$ cat src/rtl/ofdm_symbol_scheduler.sv
// OFDM symbol scheduler: splits the synchronised sample stream into 64-sample
// LTS / SIGNAL / DATA symbols, drives FFT and channel-estimator strobes, and ends or aborts frames.
module ofdm_symbol_scheduler #(
    parameter int SYM_LEN        = 64,
    parameter int LEN_WIDTH      = 12,
    parameter int SIG_WAIT_SYMS  = 2,
    parameter int TIMEOUT_CYCLES = 1023
) (
    input  logic                       CLK,
    input  logic                       s_RST,
    input  logic                       in_strobe,
    input  logic                       in_providing_long,
    input  logic                       in_providing_stream,
    input  logic                       signal_valid,
    input  logic                       signal_ok,
    input  logic [LEN_WIDTH-1:0]       n_data_sym,
    input  logic                       fft_ready,
    output logic                       fft_start,
    output logic                       fft_in_valid,
    output logic                       chest_wr_en,
    output logic [1:0]                 sym_type,
    output logic [LEN_WIDTH-1:0]       sym_index,
    output logic [$clog2(SYM_LEN)-1:0] sample_index,
    output logic                       sym_last,
    output logic                       frame_done,
    output logic                       frame_error,
    output logic                       sync_reset_req,
    output logic                       busy
);

    localparam int SW = $clog2(SYM_LEN);
    localparam int TW = $clog2(TIMEOUT_CYCLES + 1);
    localparam logic [SW-1:0]        LAST_SAMPLE = SW'(SYM_LEN - 1);
    localparam logic [TW-1:0]        IDLE_LIMIT  = TW'(TIMEOUT_CYCLES - 1);
    localparam logic [LEN_WIDTH-1:0] WAIT_SYMS   = LEN_WIDTH'(SIG_WAIT_SYMS);
    localparam logic [1:0]           TYPE_LTS    = 2'd0;
    localparam logic [1:0]           TYPE_SIG    = 2'd1;
    localparam logic [1:0]           TYPE_DATA   = 2'd2;

    typedef enum logic [1:0] {
        ST_IDLE = 2'd0,
        ST_LTS  = 2'd1,
        ST_SIG  = 2'd2,
        ST_DATA = 2'd3
    } state_t;

    state_t                 r_state;
    logic [SW-1:0]          r_cnt;
    logic [LEN_WIDTH-1:0]   r_sym;
    logic [LEN_WIDTH-1:0]   r_limit;
    logic                   r_lim_vld;
    logic [TW-1:0]          r_idle;
    logic                   r_fft_start, r_fft_in_valid, r_chest_wr_en, r_sym_last;
    logic [1:0]             r_sym_type;
    logic [LEN_WIDTH-1:0]   r_sym_index;
    logic [SW-1:0]          r_sample_index;
    logic                   r_frame_done, r_frame_error, r_sync_reset_req, r_busy;

    logic                   w_acc_long, w_acc_strm, w_both, w_acc, w_in_frame;
    logic                   w_cnt_first, w_cnt_last;
    logic                   w_load, w_load_ok, w_lim_vld;
    logic [LEN_WIDTH-1:0]   w_lim, w_sym_inc;
    state_t                 w_nxt_state;
    logic [SW-1:0]          w_nxt_cnt;
    logic [LEN_WIDTH-1:0]   w_nxt_sym;
    logic [TW-1:0]          w_nxt_idle;
    logic                   w_fft_start, w_fft_valid, w_chest, w_last, w_done, w_err;
    logic [1:0]             w_type;
    logic [LEN_WIDTH-1:0]   w_index;
    logic [SW-1:0]          w_sidx;

    assign w_acc_long  = in_strobe & in_providing_long & ~in_providing_stream;
    assign w_acc_strm  = in_strobe & in_providing_stream & ~in_providing_long;
    assign w_both      = in_strobe & in_providing_long & in_providing_stream;
    assign w_acc       = w_acc_long | w_acc_strm;
    assign w_in_frame  = (r_state != ST_IDLE);
    assign w_cnt_first = (r_cnt == '0);
    assign w_cnt_last  = (r_cnt == LAST_SAMPLE);
    // Completed DATA symbol count saturates rather than wrapping.
    assign w_sym_inc   = (&r_sym) ? r_sym : r_sym + LEN_WIDTH'(1);
    // Only the first SIGNAL decode of a frame counts; a same-cycle load is visible to the end check.
    assign w_load      = signal_valid & ~r_lim_vld & ((r_state == ST_SIG) | (r_state == ST_DATA));
    assign w_load_ok   = w_load & signal_ok;
    assign w_lim       = w_load_ok ? n_data_sym : r_limit;
    assign w_lim_vld   = r_lim_vld | w_load_ok;

    // Next-state, sample tagging and end/abort decisions for the current cycle.
    always_comb begin
        w_nxt_state = r_state;
        w_nxt_cnt   = r_cnt;
        w_nxt_sym   = r_sym;
        w_nxt_idle  = (w_in_frame && !w_acc) ? r_idle + TW'(1) : '0;
        w_fft_start = 1'b0;
        w_fft_valid = 1'b0;
        w_chest     = 1'b0;
        w_type      = TYPE_LTS;
        w_index     = '0;
        w_sidx      = '0;
        w_last      = 1'b0;
        w_done      = 1'b0;
        w_err       = (w_in_frame & w_both) | (w_load & ~signal_ok) |
                      (w_in_frame & ~w_acc & (r_idle == IDLE_LIMIT));
        case (r_state)
            ST_IDLE: begin
                if (w_acc_long) begin
                    w_nxt_state = ST_LTS;
                    w_chest     = 1'b1;
                    w_nxt_cnt   = SW'(1);
                end else begin
                    w_nxt_cnt   = '0;
                end
            end
            ST_LTS: begin
                if (w_acc_strm) begin
                    w_err = 1'b1;
                end else if (w_acc_long) begin
                    w_chest   = 1'b1;
                    w_index   = r_sym;
                    w_sidx    = r_cnt;
                    w_last    = w_cnt_last;
                    w_nxt_cnt = r_cnt + SW'(1);
                    if (w_cnt_last && r_sym[0]) begin
                        w_nxt_state = ST_SIG;
                        w_nxt_sym   = '0;
                    end else if (w_cnt_last) begin
                        w_nxt_sym   = LEN_WIDTH'(1);
                    end else begin
                        w_nxt_sym   = r_sym;
                    end
                end else begin
                    w_nxt_cnt = r_cnt;
                end
            end
            ST_SIG: begin
                if (w_acc_long) begin
                    w_err = 1'b1;
                end else if (w_acc_strm) begin
                    w_fft_valid = 1'b1;
                    w_fft_start = w_cnt_first;
                    w_type      = TYPE_SIG;
                    w_sidx      = r_cnt;
                    w_last      = w_cnt_last;
                    w_nxt_cnt   = r_cnt + SW'(1);
                    if (w_cnt_first && !fft_ready) begin
                        w_err = 1'b1;
                    end else if (w_cnt_last && w_lim_vld && (w_lim == '0)) begin
                        w_done = 1'b1;
                    end else if (w_cnt_last) begin
                        w_nxt_state = ST_DATA;
                        w_nxt_sym   = '0;
                    end else begin
                        w_nxt_state = ST_SIG;
                    end
                end else begin
                    w_nxt_cnt = r_cnt;
                end
            end
            ST_DATA: begin
                if (w_acc_long) begin
                    w_err = 1'b1;
                end else if (w_acc_strm) begin
                    w_fft_valid = 1'b1;
                    w_fft_start = w_cnt_first;
                    w_type      = TYPE_DATA;
                    w_index     = r_sym;
                    w_sidx      = r_cnt;
                    w_last      = w_cnt_last;
                    w_nxt_cnt   = r_cnt + SW'(1);
                    if (w_cnt_first && !fft_ready) begin
                        w_err = 1'b1;
                    end else if (w_cnt_last && w_lim_vld) begin
                        w_nxt_sym = w_sym_inc;
                        w_done    = (w_sym_inc == w_lim);
                    end else if (w_cnt_last) begin
                        w_nxt_sym = w_sym_inc;
                        w_err     = w_err | (w_sym_inc >= WAIT_SYMS);
                    end else begin
                        w_nxt_sym = r_sym;
                    end
                end else begin
                    w_nxt_cnt = r_cnt;
                end
                // A limit at or below the symbols already completed ends the frame at once.
                if (w_load_ok && (n_data_sym <= r_sym)) begin
                    w_done = 1'b1;
                end else begin
                    w_done = w_done;
                end
            end
            default: begin
                w_nxt_state = ST_IDLE;
            end
        endcase
    end

    // State, counters and registered outputs; an abort suppresses the sample of that cycle.
    always_ff @(posedge CLK) begin
        if (!s_RST) begin
            r_state          <= ST_IDLE;
            r_cnt            <= '0;
            r_sym            <= '0;
            r_limit          <= '0;
            r_lim_vld        <= 1'b0;
            r_idle           <= '0;
            r_fft_start      <= 1'b0;
            r_fft_in_valid   <= 1'b0;
            r_chest_wr_en    <= 1'b0;
            r_sym_type       <= TYPE_LTS;
            r_sym_index      <= '0;
            r_sample_index   <= '0;
            r_sym_last       <= 1'b0;
            r_frame_done     <= 1'b0;
            r_frame_error    <= 1'b0;
            r_sync_reset_req <= 1'b0;
            r_busy           <= 1'b0;
        end else begin
            if (w_err || w_done) begin
                r_state   <= ST_IDLE;
                r_cnt     <= '0;
                r_sym     <= '0;
                r_limit   <= '0;
                r_lim_vld <= 1'b0;
                r_idle    <= '0;
            end else begin
                r_state   <= w_nxt_state;
                r_cnt     <= w_nxt_cnt;
                r_sym     <= w_nxt_sym;
                r_limit   <= w_lim;
                r_lim_vld <= w_lim_vld;
                r_idle    <= w_nxt_idle;
            end
            r_fft_start      <= w_fft_start & ~w_err;
            r_fft_in_valid   <= w_fft_valid & ~w_err;
            r_chest_wr_en    <= w_chest & ~w_err;
            r_sym_type       <= w_err ? TYPE_LTS : w_type;
            r_sym_index      <= w_err ? '0 : w_index;
            r_sample_index   <= w_err ? '0 : w_sidx;
            r_sym_last       <= w_last & ~w_err;
            r_frame_done     <= w_done & ~w_err;
            r_frame_error    <= w_err;
            r_sync_reset_req <= w_err | w_done;
            r_busy           <= ~(w_err | w_done) & (w_nxt_state != ST_IDLE);
        end
    end

    assign fft_start      = r_fft_start;
    assign fft_in_valid   = r_fft_in_valid;
    assign chest_wr_en    = r_chest_wr_en;
    assign sym_type       = r_sym_type;
    assign sym_index      = r_sym_index;
    assign sample_index   = r_sample_index;
    assign sym_last       = r_sym_last;
    assign frame_done     = r_frame_done;
    assign frame_error    = r_frame_error;
    assign sync_reset_req = r_sync_reset_req;
    assign busy           = r_busy;

endmodule

$ cat config.mk
export PLATFORM = sky130hd
export DESIGN_NAME = ofdm_symbol_scheduler
export DESIGN_NICKNAME = d
export VERILOG_FILES = /design/src/rtl/ofdm_symbol_scheduler.sv
export SDC_FILE = /design/constraint.sdc
export NUM_CORES = 1
export LEC_CHECK = 0
export BUFFER_PORTS_ARGS = -buffer_cell sky130_fd_sc_hd__buf_2
export CORE_MARGIN = 2
export CORE_UTILIZATION = 35
export CTS_CLUSTER_DIAMETER = 120
export DETAILED_ROUTE_END_ITERATION = 7
export PLACE_DENSITY = 0.61
export SLEW_MARGIN = 10
export SYNTH_ARGS = -nofsm -noshare
export SYNTH_HDL_FRONTEND = slang
export SYNTH_SLANG_ARGS = --single-unit
$ cat constraint.sdc
create_clock -name CLK -period 5.3 [get_ports CLK]
set_input_delay 1.59 -clock CLK [delete_from_list [all_inputs] [get_ports CLK]]
set_output_delay 1.59 -clock CLK [all_outputs]
set_load 0.03 [all_outputs]
==> metrics.md, run 1 <==
| Metric | Value |
|---|---|
| Critical Path AT | `approximately 4.4 ns` |
| CP peak stage delay | `around 0.80 ns` |
| Die width | `approximately 110 um` |
| R2R depth | `9` |
| Vias | `between 3000 and 4000` |
| Ant diodes | `0` |
| Initial antenna violation count | `0` |
| Post-synth top area cell | `dfxtp_1` |
| Worst slew margin | `between 40% and 50%` |
| Vias per cell | `between 5 and 6` |
| Hold_ws | `0.507 ns` |
| Final Critical Period | `4.16 ns` |
| Crit path kind | `reg2reg` |
| I/O pin count | `48` |
| Hpwl dp | `roughly 8000 um` |
| Cell with the most instances after synthesis | `dfxtp_1` |
| Synth area leaders | `dfxtp_1 (34%), nor4_2 (6.9%), ha_1 (5.1%)` |
| Global-route wire length before repair | `approximately 18000 um` |
| Starting Density | `between 30% and 40%` |
| H-Tree Depth | `3` |
| Reg-to-Reg Start | `r_sym[0]$_SDFFE_PP0P_` |
| Mapped Cells | `480` |
| DRC Markers | `4` |
| RR Endpoint | `r_sym[11]$_SDFFE_PP0P_` |
| Ys flop type | `dfxtp_1` |
| Final Max Tran Viols | `0` |
| Synthesized area per cell | `8.69 um2` |
| Layout cell share with drive strength beyond 1 | `roughly a fifth` |
| Worst-margin pin slew | `around 0.87 ns` |
| CTS tree | `built` |
| Die height | `about 110 um` |
| WP data required | `~5.5 ns` |
| # setup viols final | `0` |
| CTS sink count | `71` |
| Num rows | `39` |
| WHS Endpoint | `sym_index[11]$_SDFF_PP0_` |
| Synth unique cells | `64` |
| Skew final | `around 0.009 ns` |
| Leakage power figure | `roughly 1.8 nW` |
| Reg clk slew, reported paths | `about 0.060 ns` |
| Post-Route WL | `between 10000 and 15000 um` |
| # hold bufs at CTS | `0` |
| Status | `complete, but fails checks` |
| Post-Syn Area | `0.00417 mm2` |
| RSZ-0062 raised after global routing | `no` |
| Post-synth EDFFs | `0` |
| Core area | `~0.012 mm2` |
| Number of global-route vias before repair | `approximately 3600` |
| Post-Layout Inst Area | `between 0.004 and 0.005 mm2` |
| Reg2reg setup slack | `between 1 and 1.5 ns` |
| Final Non-Filler Cells | `~660` |
| MaxCap Viol Count | `0` |
| Initial DRC count | `roughly 250` |
| Post-synthesis sequential area ratio | `around 34%` |
| Number of gates resized after CTS | `0` |
| Initial DRT Pass Iterations | `6` |
| CTS buffer count | `9` |
| Startpoint type of the worst setup path | `flip-flop` |
| CP max stage cell | `and4_2` |
| Port Buffers | `47` |
| Crit-path cells | `ha_1 > and3_1 > nand4_1 > o21ai_0 > xor2_1 > nor4_1 > and4_2 > buf_4 > nor4_2` |
| Fmax | `0.240 GHz` |
| Syn-to-layout area delta | `13.4%` |
| Fin crit share | `between 70% and 80%` |
| Hold Crit Class | `reg2reg` |
| Failing checks | `design-rule violations` |
| Root Buffer | `clkbuf_16` |
| Routed Antenna Nets | `0` |
| Synth warn | `0` |
| Total gr overflow | `0` |
| Hold Vio Cnt, Final | `0` |
| Hold Crit Start | `r_sym[11]$_SDFFE_PP0P_` |
| Fraction of synthesis flops using an asynchronous set or reset pin | `0%` |
| Largest net degree at the start of global routing | `42` |
| Die ar. | `between 0.01 and 0.015 mm2` |
| CP max FO | `28` |
| Total GRT Usage | `between 15 and 20%` |
| Synth top cells by count | `dfxtp_1 (71), nand2_1 (38), nor2_1 (32)` |
| Setup TNS | `0 ns` |
| Syn nets | `517` |
| Worst-Skew Late Latency | `0.34 ns` |
| Critical path endpoint category | `flip-flop` |
| Longest Clk Path Bufs | `2` |
| Worst IR drop on VDD | `about 0.00013 V` |
| Post-synth top area share | `~34%` |
| Placed cell areas | `between 0.004 and 0.005 mm2` |
| Pwr Density | `between 200 and 300 mW/mm2` |
| Hold Path Cell Cnt | `1` |
| Cells after DPL | `643` |
| Routed length per instance | `around 17 um` |
| Gpl congestion | `0.890` |
| #FFs+latches synth | `71` |
| Nets | `around 550` |
| Post-CTS Setup Bufs | `0` |
[how the worst max path moves through the flow]
stage | start | endpoint | slack (ns) | cells past startpoint
detailed placement | signal_ok | r_idle[4]$_SDFF_PP0_ | 0.87 | 10
CTS | r_sym[0]$_SDFFE_PP0P_ | r_sym[11]$_SDFFE_PP0P_ | 1.18 | 9
floorplan | n_data_sym[9] | r_cnt[1]$_SDFFE_PP0P_ | 1.75 | 9
global route | r_sym[0]$_SDFFE_PP0P_ | r_idle[6]$_SDFF_PP0_ | 0.90 | 9
finish | r_sym[0]$_SDFFE_PP0P_ | r_sym[11]$_SDFFE_PP0P_ | 1.14 | 9
global placement | signal_ok | r_sym[11]$_SDFFE_PP0P_ | 0.90 | 10
[cell usage in the layout, fill, tap and decap left out, drive strengths merged, types with 8 or more instances in the layout]
| cell type | netlist | final |
|---|---|---|
| a21o | 8 | 8 |
| a21oi | 16 | 16 |
| and2 | 24 | 24 |
| and3 | 8 | 8 |
| and4 | 8 | 8 |
| buf | 21 | 53 |
| clkbuf | 12 | 12 |
| dfxtp | 71 | 71 |
| ha | 17 | 17 |
| inv | 17 | 17 |
| mux2i | 12 | 12 |
| nand2 | 38 | 38 |
| nand3 | 18 | 18 |
| nand4 | 12 | 12 |
| nor2 | 32 | 32 |
| nor3 | 27 | 27 |
| nor4 | 31 | 31 |
| o21ai | 18 | 18 |
| xnor2 | 9 | 9 |
| xor2 | 15 | 15 |
[critical path: cells and delay by family (launching register included)]
family	cells	cell delay (ns)
and+or+nand+nor	5	2.07
adders and majority gates	1	0.31
DFF	1	0.60
buffers and inverters	1	0.37
xor gates and xnor gates	1	0.14
AOI/OAI and AO/OA	1	0.51
[cells by family (layout without fill, tap and decap cells)]
logic type | count (synthesis) | in the layout | synth area share [%]
mux | 14 | 14 | 3.60
compound gates | 78 | 78 | 12.5
simple gates | 226 | 226 | 33.3
buf+inv | 50 | 85 | 6.36
fa+ha+maj | 17 | 17 | 5.10
flops | 71 | 71 | 34.1
xor+xnor | 24 | 24 | 5.04
[per-layer routing]
| layer | track usage (%) | vias up | wire length [um] |
|---|---|---|---|
| li1 | - | 1800 | - |
| met1 | 23.0 | 1759 | 4760 |
| met2 | 29.0 | 139 | 5260 |
| met3 | 4.28 | 28 | 717 |
| met4 | 9.67 | 0 | 341 |
| met5 | 0 | - | 0 |
[registers in the layout (all words and copies together) (netlist names)]
signal / count
chest_wr_en: 1
sym_last: 1
r_sym: 12
frame_error: 1
busy: 1
r_idle: 10
sym_type: 2
fft_start: 1
fft_in_valid: 1
frame_done: 1
r_limit: 12
sample_index: 6
sync_reset_req: 1
r_lim_vld: 1
r_state: 2
r_cnt: 6
sym_index: 12
[per-stage QoR]
step / worst slack, ns / util, % / power [mW]
3_5_place_dp: 0.874 / 38.5 / 0.602
6_report: 1.14 / 41.1 / 1.20
3_3_place_gp: 0.901 / 38.5 / 0.601
4_1_cts: 1.18 / 41.1 / 1.21
5_1_grt: 0.899 / 41.1 / 1.24
2_1_floorplan: 1.75 / - / 0.580
[report_power, final]
part | internal [mW] | switching (mW) | leakage [nW]
sequential | 0.536 | 0.00268 | 0.572
clock | 0.386 | 0.221 | 0.145
combinational | 0.0194 | 0.0332 | 1.09
total | 0.941 | 0.257 | 1.81
[layout make-up]
cell class	instances	area [um2]
clock inverter	3	42.5
clock buffer	12	256
multi-input combinational	359	2480
tap	143	179
timing repair buffer	53	280
fill	1178	6790
inverter	17	63.8
sequential	71	1420
Note: power is estimated with default switching activity, not from simulation.
==> run 2: changes to the inputs <==
==> constraint.sdc (replaced) <==
create_clock -name CLK -period 4.06 [get_ports CLK]
set_input_delay 1.218 -clock CLK [delete_from_list [all_inputs] [get_ports CLK]]
set_output_delay 1.218 -clock CLK [all_outputs]
set_load 0.03 [all_outputs]
==> run 2 against run 1 <==
  * The flow still finishes with violations (design-rule violations)
  * Highest routed layer unchanged
  * Critical path type unchanged
  * Cell count increased by 1.7%
  * Sequential power increased by 31%
  * Via count increased by 0.86%
  * Clock skew decreased by 0.0015 ns
  * Routed wire length increased by 2.0%
  * Combinational power increased by 38%
  * Flip-flop and latch count unchanged
==> metrics.md, run 2 (synthesis gave the netlist of run 1 again) <==
| Metric | Value |
|---|---|
| Root Buffer | `clkbuf_16` |
| Hold Crit Start | `r_sym[11]$_SDFFE_PP0P_` |
| Nets | `558 (+1.8%)` |
| Hold Vio Cnt, Final | `0 (unchanged)` |
| Ant diodes | `0 (unchanged)` |
| Starting Density | `36.2% (unchanged)` |
| Fmax | `0.303 GHz (+26%)` |
| Initial antenna violation count | `0 (unchanged)` |
| # setup viols final | `0 (unchanged)` |
| Startpoint type of the worst setup path | `flip-flop` |
| Reg-to-Reg Start | `r_sym[1]$_SDFFE_PP0P_` |
| # hold bufs at CTS | `0 (unchanged)` |
| Crit path kind | `reg2reg` |
| Total gr overflow | `0 (unchanged)` |
| Syn-to-layout area delta | `16.1%` |
| Port Buffers | `47 (unchanged)` |
| Skew final | `0.00767 ns (-0.00147 ns)` |
| Num rows | `39 (unchanged)` |
| Reg clk slew, reported paths | `0.05 ns (about the same)` |
| Layout cell share with drive strength beyond 1 | `21.5% (+1.9 points)` |
| Post-Route WL | `11300 um (+2.0%)` |
| Initial DRT Pass Iterations | `6 (unchanged)` |
| Longest Clk Path Bufs | `2 (unchanged)` |
| RSZ-0062 raised after global routing | `no` |
| CP peak stage delay | `0.54 ns (-0.26 ns)` |
| RR Endpoint | `r_sym[2]$_SDFFE_PP0P_` |
| I/O pin count | `48 (unchanged)` |
| Reg2reg setup slack | `0.76 ns (-0.38 ns)` |
| Global-route wire length before repair | `18400 um (-0.15%)` |
| CTS buffer count | `9 (unchanged)` |
| Commonest non-fill, non-tap cell in the layout | `dfxtp_1` |
| Final Critical Period | `3.30 ns (-0.859 ns)` |
| Worst IR drop on VDD | `0.000185 V (+40%)` |
| WHS Endpoint | `sym_index[11]$_SDFF_PP0_` |
| Die width | `113 um (unchanged)` |
| MaxCap Viol Count | `0 (unchanged)` |
| Gpl congestion | `0.958 (+7.7%)` |
| WP data required | `4.28 ns (-1.21 ns)` |
| Final Max Tran Viols | `0 (unchanged)` |
| Vias | `3758 (+0.86%)` |
| Largest net degree at the start of global routing | `30 (-29%)` |
| Hpwl dp | `8340 um (+1.8%)` |
| Cells after DPL | `653 (+1.6%)` |
| Post-CTS Setup Bufs | `0 (unchanged)` |
| Number of gates resized after CTS | `0 (unchanged)` |
| Total GRT Usage | `18.1% (-0.16 points)` |
| Combinational share of power | `4.6% (+0.2 points)` |
| Setup TNS | `0 ns (unchanged)` |
| Status | `complete, but fails checks` |
| Int Power | `1.21 mW (+29%)` |
| Reg power frac | `45.0% (about the same)` |
| # fillers | `1173 (-0.42%)` |
| Critical path endpoint category | `flip-flop` |
| Worst-Skew Late Latency | `0.34 ns (about the same)` |
| CTS tree | `built` |
| Die ar. | `0.0128 mm2 (unchanged)` |
| P_sw | `347 uW (+35%)` |
| Number of global-route vias before repair | `3644 (+2.1%)` |
| Pwr Density | `322 mW/mm2 (+27%)` |
| Critical Path AT | `3.52 ns (-0.83 ns)` |
| Routed length per instance | `16.9 um (+0.35%)` |
| Vias per cell | `5.62 (-0.80%)` |
| Leakage power figure | `1.86 nW (+3.1%)` |
| Sw frac | `22.2% (+0.75 points)` |
| Hold Crit Class | `reg2reg` |
| R2R depth | `9 (unchanged)` |
| Failing checks | `design-rule violations` |
| Clock power frac | `50.4% (-0.3 points)` |
| Final Non-Filler Cells | `669 (+1.7%)` |
| CTS sink count | `71 (unchanged)` |
| Crit-path cells | `ha_1 > and3_1 > and4_1 > o21ai_1 > xor2_1 > nor4_1 > and4_2 > buf_4 > nor3_1` |
| H-Tree Depth | `3 (unchanged)` |
| Die height | `113 um (unchanged)` |
| CP max stage cell | `dfxtp_1` |
| Core area | `0.0115 mm2 (unchanged)` |
| Initial DRC count | `290 (+15%)` |
| Hold Path Cell Cnt | `1 (unchanged)` |
| Worst-margin pin slew | `0.692 ns (-0.173 ns)` |
| Fin crit share | `81.3% (+2.8 points)` |
| Worst slew margin | `53.7% (+12 points)` |
| CP max FO | `12 (-57%)` |
| DRC Markers | `4 (unchanged)` |
| Routed Antenna Nets | `0 (unchanged)` |
| Most frequent cells in the layout | `dfxtp_1 (71), buf_2 (47), nand2_1 (38)` |
-- run 2: changes by cell type in the layout (fill, tap and decap cells not counted) --
cell | previous run | this run
clkinvlp_4 | 1 | 2
clkbuf_8 | 2 | 1
buf_12 | 0 | 3
clkbuf_1 | 1 | 0
clkinv_2 | 1 | 3
buf_4 | 6 | 13
-- run 2: routing by layer --
layer  share of wire (%)  GRT usage [%]  vias up
li1                    -              -     1825
met1                  45           23.2     1770
met2                  45           28.4      123
met3                 5.3           3.59       40
met4                 4.6           10.3        0
met5                   0              0        -
-- run 2: critical path, delay by kind of cell, from the launching register on --
| family | cells | cell delay (ns) |
|---|---|---|
| compound gates | 1 | 0.25 |
| buf+inv | 1 | 0.26 |
| fa+ha+maj | 1 | 0.29 |
| flops | 1 | 0.54 |
| xor+xnor | 1 | 0.21 |
| simple gates | 5 | 1.61 |
-- run 2: worst max-delay path by stage --
stage | start | to | slack [ns] | cells after the start
3_5_place_dp | in_providing_long | sym_index[8]$_SDFF_PP0_ | 0.49 | 9
3_3_place_gp | signal_ok | r_cnt[5]$_SDFFE_PP0P_ | 0.55 | 10
4_1_cts | r_sym[1]$_SDFFE_PP0P_ | r_sym[2]$_SDFFE_PP0P_ | 0.80 | 9
2_1_floorplan | n_data_sym[9] | r_cnt[1]$_SDFFE_PP0P_ | 0.88 | 9
6_report | r_sym[1]$_SDFFE_PP0P_ | r_sym[2]$_SDFFE_PP0P_ | 0.76 | 9
5_1_grt | r_sym[1]$_SDFFE_PP0P_ | r_sym[2]$_SDFFE_PP0P_ | 0.64 | 9
-- run 2: power by group through the flow --
stage	combinational, mW	clock (mW)	sequential, mW
floorplan	0.0395	0	0.718
global placement	0.0691	0	0.717
detailed placement	0.0716	0	0.718
CTS	0.0720	0.807	0.702
global route	0.0792	0.835	0.702
finish	0.0724	0.786	0.703
-- run 2: final cells by class --
type	instances	area, um2	area share [%]
clock buffer	10	239	4.94
clock inverter	6	60.1	1.24
inverter	17	63.8	1.32
multi-input combinational	359	2480	51.3
sequential	71	1420	29.4
tap	143	179	3.70
timing repair buffer	63	393	8.12
-- run 2: through the flow --
stage	hold slack (ns)	worst slack [ns]	instance area (um2)	utilization, %	power, mW
finish	0.509	0.758	4840	42.0	1.56
global route	0.534	0.643	4840	42.0	1.62
CTS	0.513	0.800	4840	42.0	1.58
detailed placement	0.504	0.494	4540	39.4	0.789
global placement	0.489	0.548	4540	39.4	0.787
floorplan	0.459	0.882	4170	-	0.758
